==> config.mk <==
export PLATFORM = sky130hd
export DESIGN_NAME = pwm_duty_sequencer
export DESIGN_NICKNAME = d
export VERILOG_FILES = /design/src/rtl/pwm_pkg.sv /design/src/rtl/pwm_step_timer.sv /design/src/rtl/pwm_duty_sequencer.sv
export SDC_FILE = /design/constraint.sdc
export NUM_CORES = 1
export LEC_CHECK = 0
export ABC_AREA = 1
export BUFFER_PORTS_ARGS = -buffer_cell sky130_fd_sc_hd__buf_2
export CAP_MARGIN = 30
export CORE_MARGIN = 3
export CORE_UTILIZATION = 55
export CTS_CLUSTER_SIZE = 30
export DETAILED_ROUTE_END_ITERATION = 8
export PLACE_DENSITY = 0.79
export SYNTH_ARGS = -nofsm -noshare
export SYNTH_HDL_FRONTEND = slang
export SYNTH_SLANG_ARGS = --single-unit
==> constraint.sdc <==
create_clock -name clk -period 5.45 [get_ports clk]
set_input_delay 0.2725 -clock clk [delete_from_list [all_inputs] [get_ports clk]]
set_output_delay 0.2725 -clock clk [all_outputs]
set_load 0.05 [all_outputs]
==> src/rtl/pwm_pkg.sv <==
`default_nettype none
// ============================================================================
//  Module      : pwm_pkg
//  Description : Shared types, default widths and saturating helpers for the
//                PWM duty sequencer.
//  Revision    : 1.0 - initial release
// ============================================================================
package pwm_pkg;

    localparam int c_DUTY_W   = 4;
    localparam int c_DUTY_MAX = 10;

    typedef enum logic [1:0] {
        ST_IDLE   = 2'd0,
        ST_RAMP   = 2'd1,
        ST_KILLED = 2'd2
    } state_e;

    function automatic int sat_inc(input int value, input int max_val);
        return (value >= max_val) ? max_val : value + 1;
    endfunction

    function automatic int sat_dec(input int value);
        return (value <= 0) ? 0 : value - 1;
    endfunction

endpackage
`default_nettype wire

==> src/rtl/pwm_step_timer.sv <==
`default_nettype none
// ============================================================================
//  Module      : pwm_step_timer
//  Description : Counts enabled period_end pulses; o_tick fires on the
//                enabled cycle that completes STEP_DIV periods.
//  Revision    : 1.0 - initial release
// ============================================================================
module pwm_step_timer #(
    parameter int STEP_DIV = 4
) (
    input  logic clk,
    input  logic rst,
    input  logic i_en,
    input  logic i_clr,
    output logic o_tick
);

    localparam int                 c_cnt_w = (STEP_DIV > 1) ? $clog2(STEP_DIV) : 1;
    localparam logic [c_cnt_w-1:0] c_last  = c_cnt_w'(STEP_DIV - 1);

    logic [c_cnt_w-1:0] count_q;
    logic [c_cnt_w-1:0] count_d;

    assign o_tick = i_en && (count_q == c_last);

    always_comb begin
        count_d = count_q;
        if (i_clr) begin
            count_d = '0;
        end else if (i_en) begin
            count_d = o_tick ? '0 : count_q + 1'b1;
        end
    end

    always_ff @(posedge clk or posedge rst) begin
        if (rst) begin
            count_q <= '0;
        end else begin
            count_q <= count_d;
        end
    end

endmodule
`default_nettype wire

==> src/rtl/pwm_duty_sequencer.sv <==
`default_nettype none
// ============================================================================
//  Module      : pwm_duty_sequencer
//  Description : Owns the PWM duty register; ramps duty toward a target one
//                step per STEP_DIV periods, glitch-free at period boundaries.
//                Optional SOFT_START_EN: ramp up from 0 after reset.
//  Revision    : 1.0 - initial release
// ============================================================================
module pwm_duty_sequencer
    import pwm_pkg::*;
#(
    parameter int DUTY_W    = c_DUTY_W,
    parameter int DUTY_MAX  = c_DUTY_MAX,
    parameter int DUTY_INIT = 5,
    parameter int STEP_DIV  = 4
) (
    input  logic              clk,
    input  logic              rst,
    input  logic              period_end,
    input  logic              inc_pulse,
    input  logic              dec_pulse,
    input  logic              load_valid,
    input  logic [DUTY_W-1:0] load_duty,
    output logic              load_ready,
    input  logic              kill,
    output logic [DUTY_W-1:0] duty,
    output logic [DUTY_W-1:0] target,
    output logic              busy,
    output logic              at_target
);

    localparam logic [DUTY_W-1:0] c_duty_max  = DUTY_W'(DUTY_MAX);
    localparam logic [DUTY_W-1:0] c_duty_init = DUTY_W'(DUTY_INIT);
`ifdef SOFT_START_EN
    localparam logic [DUTY_W-1:0] c_rst_duty  = '0;
    localparam state_e            c_rst_state = ST_RAMP;
`else
    localparam logic [DUTY_W-1:0] c_rst_duty  = c_duty_init;
    localparam state_e            c_rst_state = ST_IDLE;
`endif
    localparam logic              c_rst_busy  = (c_rst_duty != c_duty_init);

    state_e            state_q, state_d;
    logic [DUTY_W-1:0] duty_q, duty_d;
    logic [DUTY_W-1:0] target_q, target_d;
    logic              busy_q, busy_d;
    logic              at_target_q, at_target_d;

    logic              w_ready;
    logic              w_load_fire;
    logic              w_step_tick;

    // Ready drops combinationally with kill so a load can never race a kill.
    assign w_ready     = !rst && !kill && (state_q != ST_KILLED);
    assign w_load_fire = load_valid && w_ready;

    pwm_step_timer #(
        .STEP_DIV (STEP_DIV)
    ) u_step_timer (
        .clk    (clk),
        .rst    (rst),
        .i_en   (period_end && (state_q == ST_RAMP)),
        .i_clr  (kill || (state_q != ST_RAMP)),
        .o_tick (w_step_tick)
    );

    always_comb begin
        state_d     = state_q;
        duty_d      = duty_q;
        target_d    = target_q;
        at_target_d = 1'b0;

        if (kill) begin
            state_d  = ST_KILLED;
            duty_d   = '0;
            target_d = '0;
        end else begin
            case (state_q)
                ST_KILLED: begin
                    state_d = ST_IDLE;
                end
                default: begin
                    if (w_load_fire) begin
                        target_d = (load_duty > c_duty_max) ? c_duty_max : load_duty;
                    end else if (inc_pulse && !dec_pulse) begin
                        target_d = DUTY_W'(sat_inc(int'(target_q), DUTY_MAX));
                    end else if (dec_pulse && !inc_pulse) begin
                        target_d = DUTY_W'(sat_dec(int'(target_q)));
                    end

                    if (state_q == ST_IDLE) begin
                        if (target_q != duty_q) begin
                            state_d = ST_RAMP;
                        end
                    end else if (duty_q == target_q) begin
                        state_d     = ST_IDLE;
                        at_target_d = 1'b1;
                    end else if (w_step_tick) begin
                        duty_d = (duty_q < target_q) ? duty_q + 1'b1 : duty_q - 1'b1;
                    end
                end
            endcase
        end

        busy_d = (duty_d != target_d);
    end

    always_ff @(posedge clk or posedge rst) begin
        if (rst) begin
            state_q     <= c_rst_state;
            duty_q      <= c_rst_duty;
            target_q    <= c_duty_init;
            busy_q      <= c_rst_busy;
            at_target_q <= 1'b0;
        end else begin
            state_q     <= state_d;
            duty_q      <= duty_d;
            target_q    <= target_d;
            busy_q      <= busy_d;
            at_target_q <= at_target_d;
        end
    end

    assign load_ready = w_ready;
    assign duty       = duty_q;
    assign target     = target_q;
    assign busy       = busy_q;
    assign at_target  = at_target_q;

endmodule
`default_nettype wire
### After elaboration in Yosys (flattened, before gate mapping)

Cells that the tools add are included.

| storage, ports and cells | value |
|---|---|
| bits in registers | 14 |
| input port bits | 11 |
| output and inout bits | 11 |

| cells by class | value |
|---|---|
| add/subtract/negate cells | 5 |
| order comparisons | 4 |
| equal/unequal tests | 9 |
| mux-type cells | 26 |
| reductions and logical operators | 16 |

Operators with widths:

| cell | count |
|---|---|
| $mux 4 | 14 |
| $mux 2 | 8 |
| $add 4x1->4 const B | 2 |
| $ne 4x4->1 | 2 |
| $sub 4x1->4 const B | 2 |
| $logic_and 1x1->1 | 7 |
| $eq 2x2->1 const B | 2 |
| $eq 4x4->1 | 1 |
| $ge 4x4->1 const B | 1 |
| $gt 4x4->1 const B | 1 |
| $le 4x1->1 const B | 1 |
| $logic_not 1->1 | 4 |
| $lt 4x4->1 | 1 |
| $mux 1 | 4 |
| $ne 4x2->1 const B | 1 |
| $reduce_bool 4->1 | 1 |
| $add 2x1->2 const B | 1 |
| $eq 2x1->1 const B | 1 |
| $logic_not 2->1 | 1 |
| $ne 2x1->1 const B | 1 |
| $ne 2x2->1 const B | 1 |
| $reduce_and 2->1 | 1 |
| $reduce_bool 2->1 | 1 |
| $logic_or 1x1->1 | 1 |

### Logic depth before layout (Yosys ltp)

Gate-level depths: netlist (run 1).

| logic depth | value |
|---|---|
| depth in word-level cells | 9 |
| mapped depth | 17 |
| depth with buffers taken out | 17 |

### Cells and area by module

Synthesis (run 1) repeated with hierarchy kept, for this count alone.

| unflattened totals | value |
|---|---|
| cells, all modules | 186 |
| area total of the unflattened synthesis | 1301.2 sq um |

Modules (own cells, without submodules):

| module | times used | cells each | area each (sq um) |
|---|---|---|---|
| pwm_duty_sequencer | 1 | 170 | 1183.6 |
| pwm_step_timer | 1 | 16 | 117.6 |

### Worst setup path after synthesis (run 1)

No wires, ideal clock.

| timing path | value |
|---|---|
| path type | register -> register |
| start point | reg target_q[3], in the netlist target[3] |
| end point | reg busy_q, in the netlist busy |
| setup time | 0.125 ns |
| data arrival time | 2.481 ns |
| data required time | 5.325 ns |
| path slack | 2.844 ns |
| cell stages (with the launch flop) | 16 |
| path buffers | 0 |
| cell sequence | dfrtp_1 > inv_1 > ha_1 > nand2_1 > inv_1 > nand2_1 > nand2_1 > ha_1 > nand2_1 > nand2_1 > o21ai_0 > nand4_1 > nand3_1 > inv_1 > nand2_1 > nand3_1 |

| between the ends | value |
|---|---|
| word-level cells in the longest chain between the ends | 8 |
| elaborated cells on any way between the ends | 20 |
| classes of those cells | 2 x add/sub; 3 x order compare; 2 x eq/ne; 13 x mux |

Ends and longest elaborated chain:

| element | line | source |
|---|---|---|
| start, declared | pwm_duty_sequencer.sv:45 | `logic [DUTY_W-1:0] target_q, target_d;` |
| start signal, assigned | pwm_duty_sequencer.sv:112 | `target_q <= c_duty_init;` |
| start signal, assigned | pwm_duty_sequencer.sv:118 | `target_q <= target_d;` |
| $lt 4x4->1 | pwm_duty_sequencer.sv:99 | `duty_d = (duty_q < target_q) ? duty_q + 1'b1 : duty_q - 1'b1;` |
| $mux 4 | pwm_duty_sequencer.sv:99 |  |
| $mux 4 | pwm_duty_sequencer.sv:98 | `end else if (w_step_tick) begin` |
| $mux 4 (*) | pwm_duty_sequencer.sv:95 | `end else if (duty_q == target_q) begin` |
| $mux 4 (*) | pwm_duty_sequencer.sv:91 | `if (state_q == ST_IDLE) begin` |
| $mux 4 (*) | pwm_duty_sequencer.sv:78 | `case (state_q)` |
| $mux 4 (*) | pwm_duty_sequencer.sv:73 | `if (kill) begin` |
| via duty_d[3] | pwm_duty_sequencer.sv:44 | `logic [DUTY_W-1:0] duty_q, duty_d;` |
| $ne 4x4->1 (*) | pwm_duty_sequencer.sv:105 | `busy_d = (duty_d != target_d);` |
| via busy_d | pwm_duty_sequencer.sv:46 | `logic busy_q, busy_d;` |
| end signal, assigned | pwm_duty_sequencer.sv:113 | `busy_q <= c_rst_busy;` |
| end signal, assigned | pwm_duty_sequencer.sv:119 | `busy_q <= busy_d;` |
| end, declared | pwm_duty_sequencer.sv:46 |  |

Mark *: on every way through the listed nets, which the timed path passes. The rest lies on a longest branch.
A chain may end at the register's enable or synchronous reset.

### Worst setup path in the final report (run 1)

| timing path | value |
|---|---|
| start point | reg target_q[2], in the netlist target[2] |
| end point | reg busy_q, in the netlist busy |

Same word-level chain as after synthesis.

==> results of run 1 <==
[cell usage after synthesis (all sizes together)]
| library cell | instances |
|---|---|
| fa | 1 |
| nor4 | 1 |
| xor2 | 1 |
| a21oi | 7 |
| nand3 | 23 |
| inv | 36 |
| dfrtp | 10 |
| a211oi | 1 |
| nand2 | 56 |
| ha | 10 |
| o31ai | 1 |
| nand4 | 3 |
| o21ai | 6 |
| nor2 | 24 |
| nand3b | 1 |
| o21bai | 1 |
| dfstp | 4 |
[worst max path at each step]
stage                           endpoint  depth (start not counted)
after floorplan           busy$_DFF_PP0_                         15
after CTS                 busy$_DFF_PP0_                         15
after detailed placement  busy$_DFF_PP0_                         15
final                     busy$_DFF_PP0_                         15
after global placement    busy$_DFF_PP0_                         15
after global routing      busy$_DFF_PP0_                         16
[per-layer routing]
| layer | part of all wire, % | vias to the layer above | wire [µm] |
|---|---|---|---|
| li1 | - | 643 | - |
| met3 | 5.5 | 5 | 158 |
| met2 | 49 | 44 | 1410 |
| met1 | 44 | 597 | 1270 |
| met4 | 1.5 | 0 | 42 |
| met5 | 0 | - | 0 |
[area by class of cell]
class	instances	area, µm²	share of cell area, %
multi-input cells	136	753	53.1
flip-flops and latches	14	355	25.0
inverters	36	135	9.52
repair buffers	21	105	7.41
clock buffers	4	36.3	2.56
well taps	27	33.8	2.38
[registers in the layout, summed over array words and instances (netlist names)]
name	flops
at_target	1
busy	1
duty	4
state_q	2
target	4
u_step_timer.count_q	2
[where the power goes]
group          internal [mW]  switching (mW)  total [mW]
logic                 0.0507           0.117       0.167
clock network         0.0408          0.0363      0.0771
registers              0.115          0.0138       0.129
[stage by stage]
step	power, mW	util, %	hold WS (ns)
after floorplan	0.257	-	0.159
after global placement	0.293	67.7	0.355
after detailed placement	0.296	67.7	0.362
after CTS	0.374	69.5	0.0412
after global routing	0.399	69.5	0.0780
final	0.374	69.5	0.0321
[kinds of logic (layout without fill, tap and decap cells)]
logic type | Yosys count | after routing | share of synthesized area [%]
flip-flops | 14 | 14 | 28.6
XOR/XNOR | 1 | 1 | 0.704
adder cells (fa/ha/maj) | 11 | 11 | 11.7
AND/OR/NAND/NOR | 108 | 108 | 41.1
buffers and inverters | 36 | 61 | 10.9
AO/OA/AOI/OAI | 16 | 16 | 7.04
==> run summary, run 1 <==
Counting along the longest clock path gives a buffer depth of 2. STA puts the critical path data arrival time at 2.85 ns. After clock tree synthesis, the clock-pin slew on the worst setup and hold paths is 0.09 ns. The worst setup path is captured at a flop. Upper clock frequency limit: 0.375 GHz. In the routed layout, each cell is associated on average with a via count of 5.42. Cells with a size suffix above 1 make up 21.8% of the layout. The area of the die is 2870 µm². In this run the vertical extent of the chip is 53.6 µm.

The flow ran to the end, and the final reports show no timing, DRC or antenna violations. After detailed placement, the design holds a cell count of 234. For this run, the number of Yosys warnings is 0.

The kind of cell adding the most delay to the critical path was simple AND/OR/NAND/NOR gates. The first global-routing pass estimated 4.89 mm of wire. After clock tree synthesis, the setup repair step added 0 buffers. The class of the most critical setup path is flop to flop. Global routing used 1.94% of the available met3 tracks.

Of the available clock period, the critical path in the final layout requires 49.0%. The share of the Yosys chip area taken by registers is 28.6%. Setup slack closes at 2.78 ns. Walking the worst path, the cells encountered are inv_2, ha_1, nand2_1, inv_1, nand2_1, nand2_1, ha_1, nand2_1, nand2_1, o21ai_0, nand4_1, nand3_1, inv_1, nand2_1, nand3_1.

After detailed routing, the total wire length is 2.89 mm. The total core area is 2040 µm², and the via count of the first global-routing pass is 1161. The tools report the final number of max-transition violations as 0. The worst register-to-register path ends at busy$_DFF_PP0_. Entering global routing, the biggest net connects 15 pins. The tools report the deepest level of the CTS H-tree as 1. The average wire per standard cell works out to 12.1 µm. The logs give 2.78 ns for the internal reg-to-reg setup slack and 0.00666 ns for the worst clock skew.

At the end of the flow, the number of nets in the layout was 234. Tracing the worst setup path back leads to its startpoint at target[2]$_DFF_PP1_. The number of sinks handled by clock tree synthesis was 14. At the worst endpoint, the required time is 5.64 ns.

The number of cells on the worst reg-to-reg path is 15. In the global route stage, met2 resource usage came out at 39.8%. In this run the worst path has a maximum fanout of 8. The logs give 0.186 mV for the worst voltage drop across the vdd grid and 2.30 mm for the HPWL reported at the end of detailed placement. Highest-delay cell along the critical path: sky130_fd_sc_hd__dfstp_2.

Post-synthesis net count: 208. The logs give 3 for the clock buffer count from CTS and 186 for the number of instances in the synthesized netlist. The run gives 0 ns as the accumulated negative setup slack. The reported max-cap violation count came out at 0. The design area was 1420 µm²; the hold buffer count at CTS was 0. Number of iterations in the first detailed-routing pass: 4. The class of the tightest hold or removal check was input port to async pin. The die is 53.6 µm wide.

Once the clock tree was built, the resizer swapped 0 gates to a different size. Once the floorplan was initialized, standard cells occupied 60.9% of the core. The fraction of met1 tracks used by global routing came out at 30.6%.

The logs give 1240 µm² for the area of the mapped netlist and 57 for the violation count after the first detailed-route iteration. At the pin with the least slew margin, the transition time is 0.527 ns. The most numerous cell type found on the critical path is sky130_fd_sc_hd__nand2_1. For the worst max-slew margin expressed relative to the limit, the log shows 64.8%.

STA classifies the critical path startpoint as a flop. The shortest period the worst path allows was 2.67 ns. Area share of the leading cell type in the synthesized netlist: 20.1%. The fill cell instance count of the final layout was 200; the number of antenna diodes was 0. In the layout the commonest cells are sky130_fd_sc_hd__nand2_1, sky130_fd_sc_hd__inv_1, sky130_fd_sc_hd__nand3_1, sky130_fd_sc_hd__buf_2, sky130_fd_sc_hd__nor2_1. The worst-skew pair later-pin latency is 0.29 ns.

TritonCTS built the clock tree. In the routed design, unresolved DRC markers number 0. Row generation in the floorplan step produced 16 rows. The logs give 238 for the count of placed standard cells in the final layout, fillers left out and 0 for the total global routing overflow. At the end of routability-driven placement, the weighted congestion stood at 0.902. The number of synthesized register bits came out at 14. The run gives 0 as the number of routed nets with antenna violations.

Cell taking the most area after synthesis: sky130_fd_sc_hd__dfrtp_1. Prior to clock tree synthesis, the placed netlist has a worst setup slack of 2.79 ns. Setup violations remaining at the end of the flow were counted as 0. By area the synthesized netlist is led by sky130_fd_sc_hd__dfrtp_1, sky130_fd_sc_hd__nand2_1, sky130_fd_sc_hd__ha_1, sky130_fd_sc_hd__inv_1, sky130_fd_sc_hd__dfstp_2. Buffers placed on the I/O ports in this run total 21. Setup repair after global routing left no endpoint under its margin. Together, buffers and inverters on the worst path number 3.

A synthesized cell averages 6.69 µm². For this run, the slowest stage of the critical path takes 0.63 ns. 22 I/O pins were placed. The logs give 1289 for the number of vias after detailed routing and 0.819 nW for the leakage power total.

The power per unit of standard cell area works out to 263 nW/µm². In this run the clock root is driven by a sky130_fd_sc_hd__clkbuf_4. The worst register-to-register path begins at target[2]$_DFF_PP1_. After synthesis, the netlist uses 26 different library cells.

The global router's overall resource usage was 23.3%. The initial antenna violation count is 0. Layer carrying the most global-route usage: met2. The run gives 0 as the final hold violation count. Area growth from synthesis to layout: 14.1%. The total cell area at the placement stage was 1380 µm².

Leaving out fill and tap cells, the most frequent cell in the layout is sky130_fd_sc_hd__nand2_1.
Power figures use the tool's default switching activity.
==> run 2, diff against run 1 <==
--- a/config.mk
+++ b/config.mk
@@ -9,10 +9,10 @@
 export BUFFER_PORTS_ARGS = -buffer_cell sky130_fd_sc_hd__buf_2
 export CAP_MARGIN = 30
 export CORE_MARGIN = 3
-export CORE_UTILIZATION = 55
+export CORE_UTILIZATION = 50
 export CTS_CLUSTER_SIZE = 30
 export DETAILED_ROUTE_END_ITERATION = 8
-export PLACE_DENSITY = 0.79
+export PLACE_DENSITY = 0.75
 export SYNTH_ARGS = -nofsm -noshare
 export SYNTH_HDL_FRONTEND = slang
 export SYNTH_SLANG_ARGS = --single-unit
==> constraint.sdc (replaced) <==
create_clock -name clk -period 2.38 [get_ports clk]
set_input_delay 0.119 -clock clk [delete_from_list [all_inputs] [get_ports clk]]
set_output_delay 0.119 -clock clk [all_outputs]
set_load 0.05 [all_outputs]
==> run 2 against run 1 <==
  * Highest routed layer unchanged
  * Largest cell class unchanged
  * Non-clock buffer count up 11
  * Sequential share of layout area down 2.2 points
  * Clock power up 85%
  * Critical path type unchanged
  * Critical endpoint unchanged
  * Cell area up 12%
  * Die area up 8.9%
  * Hold slack better by 0.054 ns
  * First-iteration DRC count up 18%
==> run summary, run 2 (synthesis results as in run 1) <==
Routability-driven placement finished with a final weighted congestion of 0.821. The shortest period the worst path allows works out to 2.32 ns. The tools report the clock buffer count from CTS as 3. For the worst flop-to-flop path, the logic depth is 15. The class of the most critical setup path was flop to flop. The tools report the source of the worst hold timing path as period_end. The run gives 0 as the total global routing overflow. The area of the die was 3120 µm². After detailed routing, the number of vias per cell comes to 5.10.

Cells with a size suffix above 1 make up 36.0% of the layout. The run gives 3.08 mm as the wire length reported by the detailed router. For the reported max-cap violation count, the log shows 0. The tools report the final number of max-transition violations as 0. The tools report the via count of the first global-routing pass as 1204. For this run, design rule violations remaining after detail routing come to 0.

The run finished with clean final reports. Setup violations remaining at the end of the flow were counted as 0. After clock tree synthesis, the clock-pin slew on the worst setup and hold paths is 0.09 ns. The total core area was 2280 µm². For the leakage power total, the log shows 0.874 nW. Once detail routing completed, the nets flagged for antenna violations numbered 0. STA classifies the critical path startpoint as a flop. For the initial standard-cell utilization of the core, the log shows 54.6%. STA puts the critical path data required time at 2.55 ns.

TritonCTS built the clock tree. The arrival time of the worst setup path came out at 2.49 ns. Final period utilization: 97.7%.

The upper clock frequency limit is 0.430 GHz. In this run the critical register-to-register path is launched from target[2]$_DFF_PP1_. The tools report the number of antenna diodes as 0.

The number of vias after detailed routing was 1274. Across the VDD grid, the largest voltage drop is 0.520 mV. Die height: 55.9 µm. Number of primary I/O pins: 22.

In the final routed layout, each cell accounts on average for 12.3 µm. In the final timing run, aggregate negative setup slack is 0 ns. The worst hold path belongs to the class input port to flop. The die is 55.9 µm wide. Leaving out fill and tap cells, the most frequent cells in the layout are sky130_fd_sc_hd__nand2_1, sky130_fd_sc_hd__inv_1, sky130_fd_sc_hd__buf_2.

The cell sitting at the root of the clock tree is a sky130_fd_sc_hd__clkbuf_4. For this run, the detailed router's first-pass iteration total came to 4. The initial antenna violation count is 0, and the fill cell instance count of the final layout is 189. Setup slack closes at 0.0551 ns.

The worst register-to-register path has a setup slack of 0.06 ns. The final hold violation count is 0, and the pin slew with the least headroom to its limit is 0.559 ns. The number of stages on the worst hold path was 2; the global router's overall resource usage was 20.1%.

The first-pass GRT wire length was 5.22 mm. The net count of the finished layout is 245. The post-placement setup slack came out at 0.00593 ns.

The tools report the endpoint of the worst hold path as u_step_timer.count_q[0]$_DFFE_PP0P_. The worst max-slew margin expressed relative to the limit came out at 62.7%. Entering global routing, the biggest net connects 15 pins. The run gives 0.28 ns as the worst-skew pair later-pin latency. Power spread over the standard cell area amounts to 571 nW/µm².

The clock drives 14 sinks. The number of buffers on the longest clock path came out at 2. Leaving out fill and tap cells, the most frequent cell in the layout is sky130_fd_sc_hd__nand2_1. For the number of placement rows, the log shows 17. On the final layout, the worst clock skew is 0.000346 ns. In this run the critical register-to-register path is captured at busy$_DFF_PP0_. The area growth from synthesis to layout is 28.2%. Detailed placement finished with a half-perimeter wire length of 2.39 mm.

For this block, the initial DRC count from the detailed router was 67. Largest fanout on the critical path: 4. Setup repair after global routing could not meet its margin everywhere. Port buffering added 21 buffers. The run gives 1 as the deepest level of the CTS H-tree. The endpoint class of the critical path is a flop.
-- run 2: repair_timing --
| item | CTS | global route |
|---|---|---|
| buffers inserted | 0 | 3 |
| hold buffers | 1 | 0 |
| resized for setup | 0 | 12 |
| setup endpoints to repair | 0 | 1 |
| hold endpoints to repair | 10 | 0 |
-- run 2: worst max-delay path by stage --
stage	slack (ns)	end	start	cells after the start
6_report	0.06	busy$_DFF_PP0_	target[2]$_DFF_PP1_	15
5_1_grt	-0.08	busy$_DFF_PP0_	target[2]$_DFF_PP1_	15
4_1_cts	0.005	busy$_DFF_PP0_	target[2]$_DFF_PP1_	16
3_5_place_dp	0.006	busy$_DFF_PP0_	target[2]$_DFF_PP1_	16
3_3_place_gp	0.08	busy$_DFF_PP0_	target[2]$_DFF_PP1_	16
2_1_floorplan	0.009	busy$_DFF_PP0_	target[2]$_DFF_PP1_	15
-- run 2: stage by stage --
step,cells,total power [mW],utilization (%),hold slack (ns),area (µm²)
5_1_grt,250,0.974,70.0,0.0924,1590
3_3_place_gp,242,0.733,65.8,0.209,1500
2_1_floorplan,186,0.619,-,0.00508,1300
4_1_cts,247,0.886,67.3,0.0776,1530
6_report,250,0.909,70.0,0.0861,1590
3_5_place_dp,242,0.740,65.8,0.217,1500
-- run 2: worst max-delay path: stages, from the launching register on --
cell and delay, ns:
sky130_fd_sc_hd__dfstp_4 0.64, sky130_fd_sc_hd__inv_4 0.04, sky130_fd_sc_hd__ha_4 0.26, sky130_fd_sc_hd__nand2_4 0.04, sky130_fd_sc_hd__inv_2 0.06, sky130_fd_sc_hd__nand2_4 0.05, sky130_fd_sc_hd__nand2_4 0.08, sky130_fd_sc_hd__inv_2 0.04
sky130_fd_sc_hd__fa_2 0.51, sky130_fd_sc_hd__nand2_1 0.06, sky130_fd_sc_hd__nand2_2 0.08, sky130_fd_sc_hd__inv_1 0.05, sky130_fd_sc_hd__nand2_1 0.08, sky130_fd_sc_hd__nand3_2 0.07, sky130_fd_sc_hd__nor2_2 0.08, sky130_fd_sc_hd__nand3_1 0.07
-- run 2: report_power, final --
part,switching [mW],leakage (nW),total [mW],internal [mW]
Clock,0.0776,0.0150,0.143,0.0650
Sequential,0.0178,0.168,0.285,0.267
Combinational,0.316,0.691,0.482,0.166
Total,0.412,0.874,0.909,0.498
-- run 2: metal layers --
layer  global-route usage [%]  part of all wire (%)  vias up
met1                     28.5                    47      571
met4                     4.75                  0.26        0
li1                         -                     -      657
met5                        0                     0        -
met3                     1.39                   5.2        2
met2                     33.3                    47       44
-- run 2: cell type report --
class	count	area, µm²	share of cell area (%)
clock buffers	4	26.3	1.65
inverters	36	140	8.79
multi-input cells	136	838	52.6
flip-flops and latches	14	364	22.8
well taps	28	35.0	2.20
repair buffers	32	190	11.9
==> run 3, diff against run 2 <==
--- a/config.mk
+++ b/config.mk
@@ -5,11 +5,10 @@
 export SDC_FILE = /design/constraint.sdc
 export NUM_CORES = 1
 export LEC_CHECK = 0
-export ABC_AREA = 1
 export BUFFER_PORTS_ARGS = -buffer_cell sky130_fd_sc_hd__buf_2
 export CAP_MARGIN = 30
 export CORE_MARGIN = 3
-export CORE_UTILIZATION = 50
+export CORE_UTILIZATION = 49
 export CTS_CLUSTER_SIZE = 30
 export DETAILED_ROUTE_END_ITERATION = 8
 export PLACE_DENSITY = 0.75
==> run 3 against run 2 <==
  * Highest routed layer unchanged
  * Hold slack better by 0.071 ns
  * Final cell count is 20% lower
  * The flow now finishes with violations (negative setup slack)
  * Utilization is 6.1 points higher
  * Sequential share of layout area is 0.48 points lower
  * Critical path depth is 3 lower
  * Setup slack worse by 0.28 ns
  * Via count is 13% lower
  * Critical endpoint unchanged
==> run summary, run 3 <==
STA puts the critical path data required time at 2.54 ns. The pin slew with the least headroom to its limit is 0.516 ns, and the count of placed standard cells in the final layout, fillers left out is 199. The final layout contains routed wiring with a total length of 3.02 mm. In the layout the commonest cells are sky130_fd_sc_hd__buf_2, sky130_fd_sc_hd__buf_4, sky130_fd_sc_hd__nor2_1. Counting the fill cells in the layout gives 157. The tools report the post-layout worst setup margin as -0.229 ns. The path class of the tightest hold or removal check is input port to flop. The accumulated negative setup slack was -0.430 ns; the post-synthesis net count was 150. The total cell area at the placement stage was 1460 µm². Deepest level of the CTS H-tree: 1. The post-route DRC violation count is 0. Across all hold checks on the routed design, the worst slack comes to 0.157 ns. The number of different library cells used by synthesis comes to 43.

The shortest period the worst path allows is 2.61 ns, and the violation count after the first detailed-route iteration is 20. The worst path uses 110% of the clock period. In the global route stage, overall resource usage came out at 23.1%. Weighted congestion at the end of routability-driven global placement: 0.915. Power spread over the standard cell area amounts to 530 nW/µm². The number of buffers on the longest clock path is 2, and the reported max-cap violation count is 0.

The synthesized area divided by synthesized cell count is 9.05 µm², and the largest fanout on the critical path is 3. For this design the top-level I/O count stands at 22. The run gives 65.6% as the worst max-slew margin expressed relative to the limit.

Setup repair after global routing could not meet its margin everywhere. The count of port buffers added during placement is 21. The initialized floorplan defines 16 standard-cell rows. The number of antenna diodes is 0, and the via count of the first global-routing pass is 1067. The net count of the finished layout is 195. The final hold violation count is 0.

The run finished, with violations left. The commonest cells after synthesis are sky130_fd_sc_hd__nor2_1, sky130_fd_sc_hd__inv_1, sky130_fd_sc_hd__dfrtp_1, sky130_fd_sc_hd__ha_1, sky130_fd_sc_hd__xnor2_1. The HPWL reported at the end of detailed placement is 2.30 mm. Counting flops with a built-in enable in the synthesized netlist gives 0. The overall die width came out at 54.6 µm. By instance count, the leading cell after synthesis is sky130_fd_sc_hd__nor2_1.

Entering global routing, the biggest net connects 17 pins. The run gives 30.7% as the sequential element share of the synthesized area. The die covers 2980 µm².

Overall power consumption after layout is estimated at 848 µW. For this run, the number of Yosys warnings is 0. Area share of the leading cell type in the synthesized netlist: 21.6%. The tools report the number of vias after detailed routing as 1114. The post-route netlist has 44.8% of its cells at a drive strength greater than 1. The routed via count divided by cell count works out to 5.60. Die height: 54.6 µm.

The clock root buffer was sky130_fd_sc_hd__clkbuf_4. By area the synthesized netlist is led by sky130_fd_sc_hd__dfrtp_1, sky130_fd_sc_hd__ha_1, sky130_fd_sc_hd__dfstp_2, sky130_fd_sc_hd__nor2_1, sky130_fd_sc_hd__xnor2_1. Dominant register cell in the synthesized netlist: sky130_fd_sc_hd__dfrtp_1. The area growth from synthesis to layout is 38.1%.

The worst-skew pair later-pin latency is 0.29 ns, and the final number of max-transition violations is 0. The share of flip-flops with an asynchronous set or reset after synthesis is 100%. The tools report the number of routed nets with antenna violations as 0. The critical path startpoint category is a flop. The total core area was 2100 µm²; the clock-pin slew on the worst setup and hold paths was 0.09 ns.

For the worst voltage drop across the vdd grid, the log shows 0.429 mV. For this configuration, the core starts out at a cell density of 55.1%. The cell taking the most area after synthesis is sky130_fd_sc_hd__dfrtp_1. The checks that failed: negative setup slack. On the final layout, the worst clock skew is 0.00653 ns.

Cells fill 76.1% of the core in the end. TritonCTS built the clock tree. The logs give 0.728 nW for the leakage power total and 14 for the number of sinks handled by clock tree synthesis.

The cell area that synthesis handed to floorplanning was 1160 µm². The initial antenna violation count was 0. Static timing analysis puts the maximum clock frequency at 0.383 GHz. Counting every instance in the synthesized netlist gives 128. The pre-antenna-repair detailed-routing pass consisted of 4 iterations. Counting flops and latches in the post-synthesis netlist gives 14. Counting tap cells, the placed design contains a total of 190 instances. The post-placement setup slack is -0.213 ns, and the first-pass GRT wire length is 4.86 mm.

With fillers left out, the area of the finished cells amounts to 1600 µm². Buffers inserted during clock tree synthesis total 3. The critical path is of the flop to flop type. The average wire per standard cell is 15.2 µm, and the number of setup violations in the final report is 2.

After global routing the overflow that remains totals 0. STA classifies the critical path endpoint as a flop. Arrival time of the worst setup path: 2.77 ns.
run 3: cell types whose count changed after synthesis, sizes merged, moves of 3 or more:
cell   change
inv       -24
o21ai      +3
nor3b      +5
xnor2      +6
nand2     -55
nor3       +4
nor2       -4
mux2i      +4
a31oi      +4
nand3     -23
run 3: final cells by class:
class / instances / area, µm² / area share (%)
Timing Repair Buffer: 43 / 273 / 17.0
Tap cell: 27 / 33.8 / 2.11
Sequential cell: 14 / 358 / 22.4
Multi-Input combinational cell: 99 / 852 / 53.2
Inverter: 12 / 47.5 / 2.97
Clock buffer: 4 / 36.3 / 2.27
run 3: critical path, stage by stage, from the launching register on:
cell,delay [ns]
sky130_fd_sc_hd__dfstp_2,0.56
sky130_fd_sc_hd__inv_4,0.04
sky130_fd_sc_hd__ha_4,0.28
sky130_fd_sc_hd__nand2_4,0.05
sky130_fd_sc_hd__o21ai_4,0.20
sky130_fd_sc_hd__ha_4,0.25
sky130_fd_sc_hd__a21oi_4,0.12
sky130_fd_sc_hd__nor2b_2,0.06
sky130_fd_sc_hd__or3b_1,0.34
sky130_fd_sc_hd__mux2i_1,0.17
sky130_fd_sc_hd__xnor2_1,0.19
sky130_fd_sc_hd__xnor2_1,0.15
sky130_fd_sc_hd__o21ai_1,0.09
run 3: repair_timing:
action                                  4_1_cts  5_1_grt
endpoints found under the setup margin        2        2
hold buffers                                  1        0
gates resized for setup                       5        7
buffers inserted                              2        2
endpoints found under the hold margin        10        0
pin swaps                                     4        6
run 3: cell families (layout without fill, tap and decap cells):
family          Yosys count  in the layout  share of synthesized area [%]
fa+ha+maj                12             12                           13.5
simple gates             49             49                           25.3
mux                       5              5                           4.43
compound gates           26             26                           15.9
flops                    14             14                           30.7
xor+xnor                  7              7                           5.29
buf+inv                  15             59                           4.97
run 3: path summary, 6_finish.rpt:
kind                                                     startpoint                                   to  slack, ns  cells after the start
worst max-delay path                            target[2]$_DFF_PP1_                       busy$_DFF_PP0_      -0.23                     12
worst min-delay path                                     period_end  u_step_timer.count_q[1]$_DFFE_PP0P_       0.16                      3
worst max register to register                  target[2]$_DFF_PP1_                       busy$_DFF_PP0_      -0.23                     12
worst min register to register  u_step_timer.count_q[1]$_DFFE_PP0P_  u_step_timer.count_q[1]$_DFFE_PP0P_       0.56                      2
max in group asynchronous                                       rst                  target[1]$_DFF_PP0_       1.56                      3
min in group asynchronous                                       rst                  at_target$_DFF_PP0_       0.44                      3
run 3: layer usage:
metal	vias up	part of all wire, %	wire length [µm]	global-route usage (%)
met5	-	0	0	0
met4	0	0.40	12	2.07
met3	2	4.8	145	4.36
met2	27	49	1490	40.9
met1	530	45	1370	30.0
li1	555	-	-	-
run 3: report_power, final:
part,internal (mW),switching [mW]
sequential,0.259,0.0143
clock,0.0932,0.0811
combinational,0.167,0.234
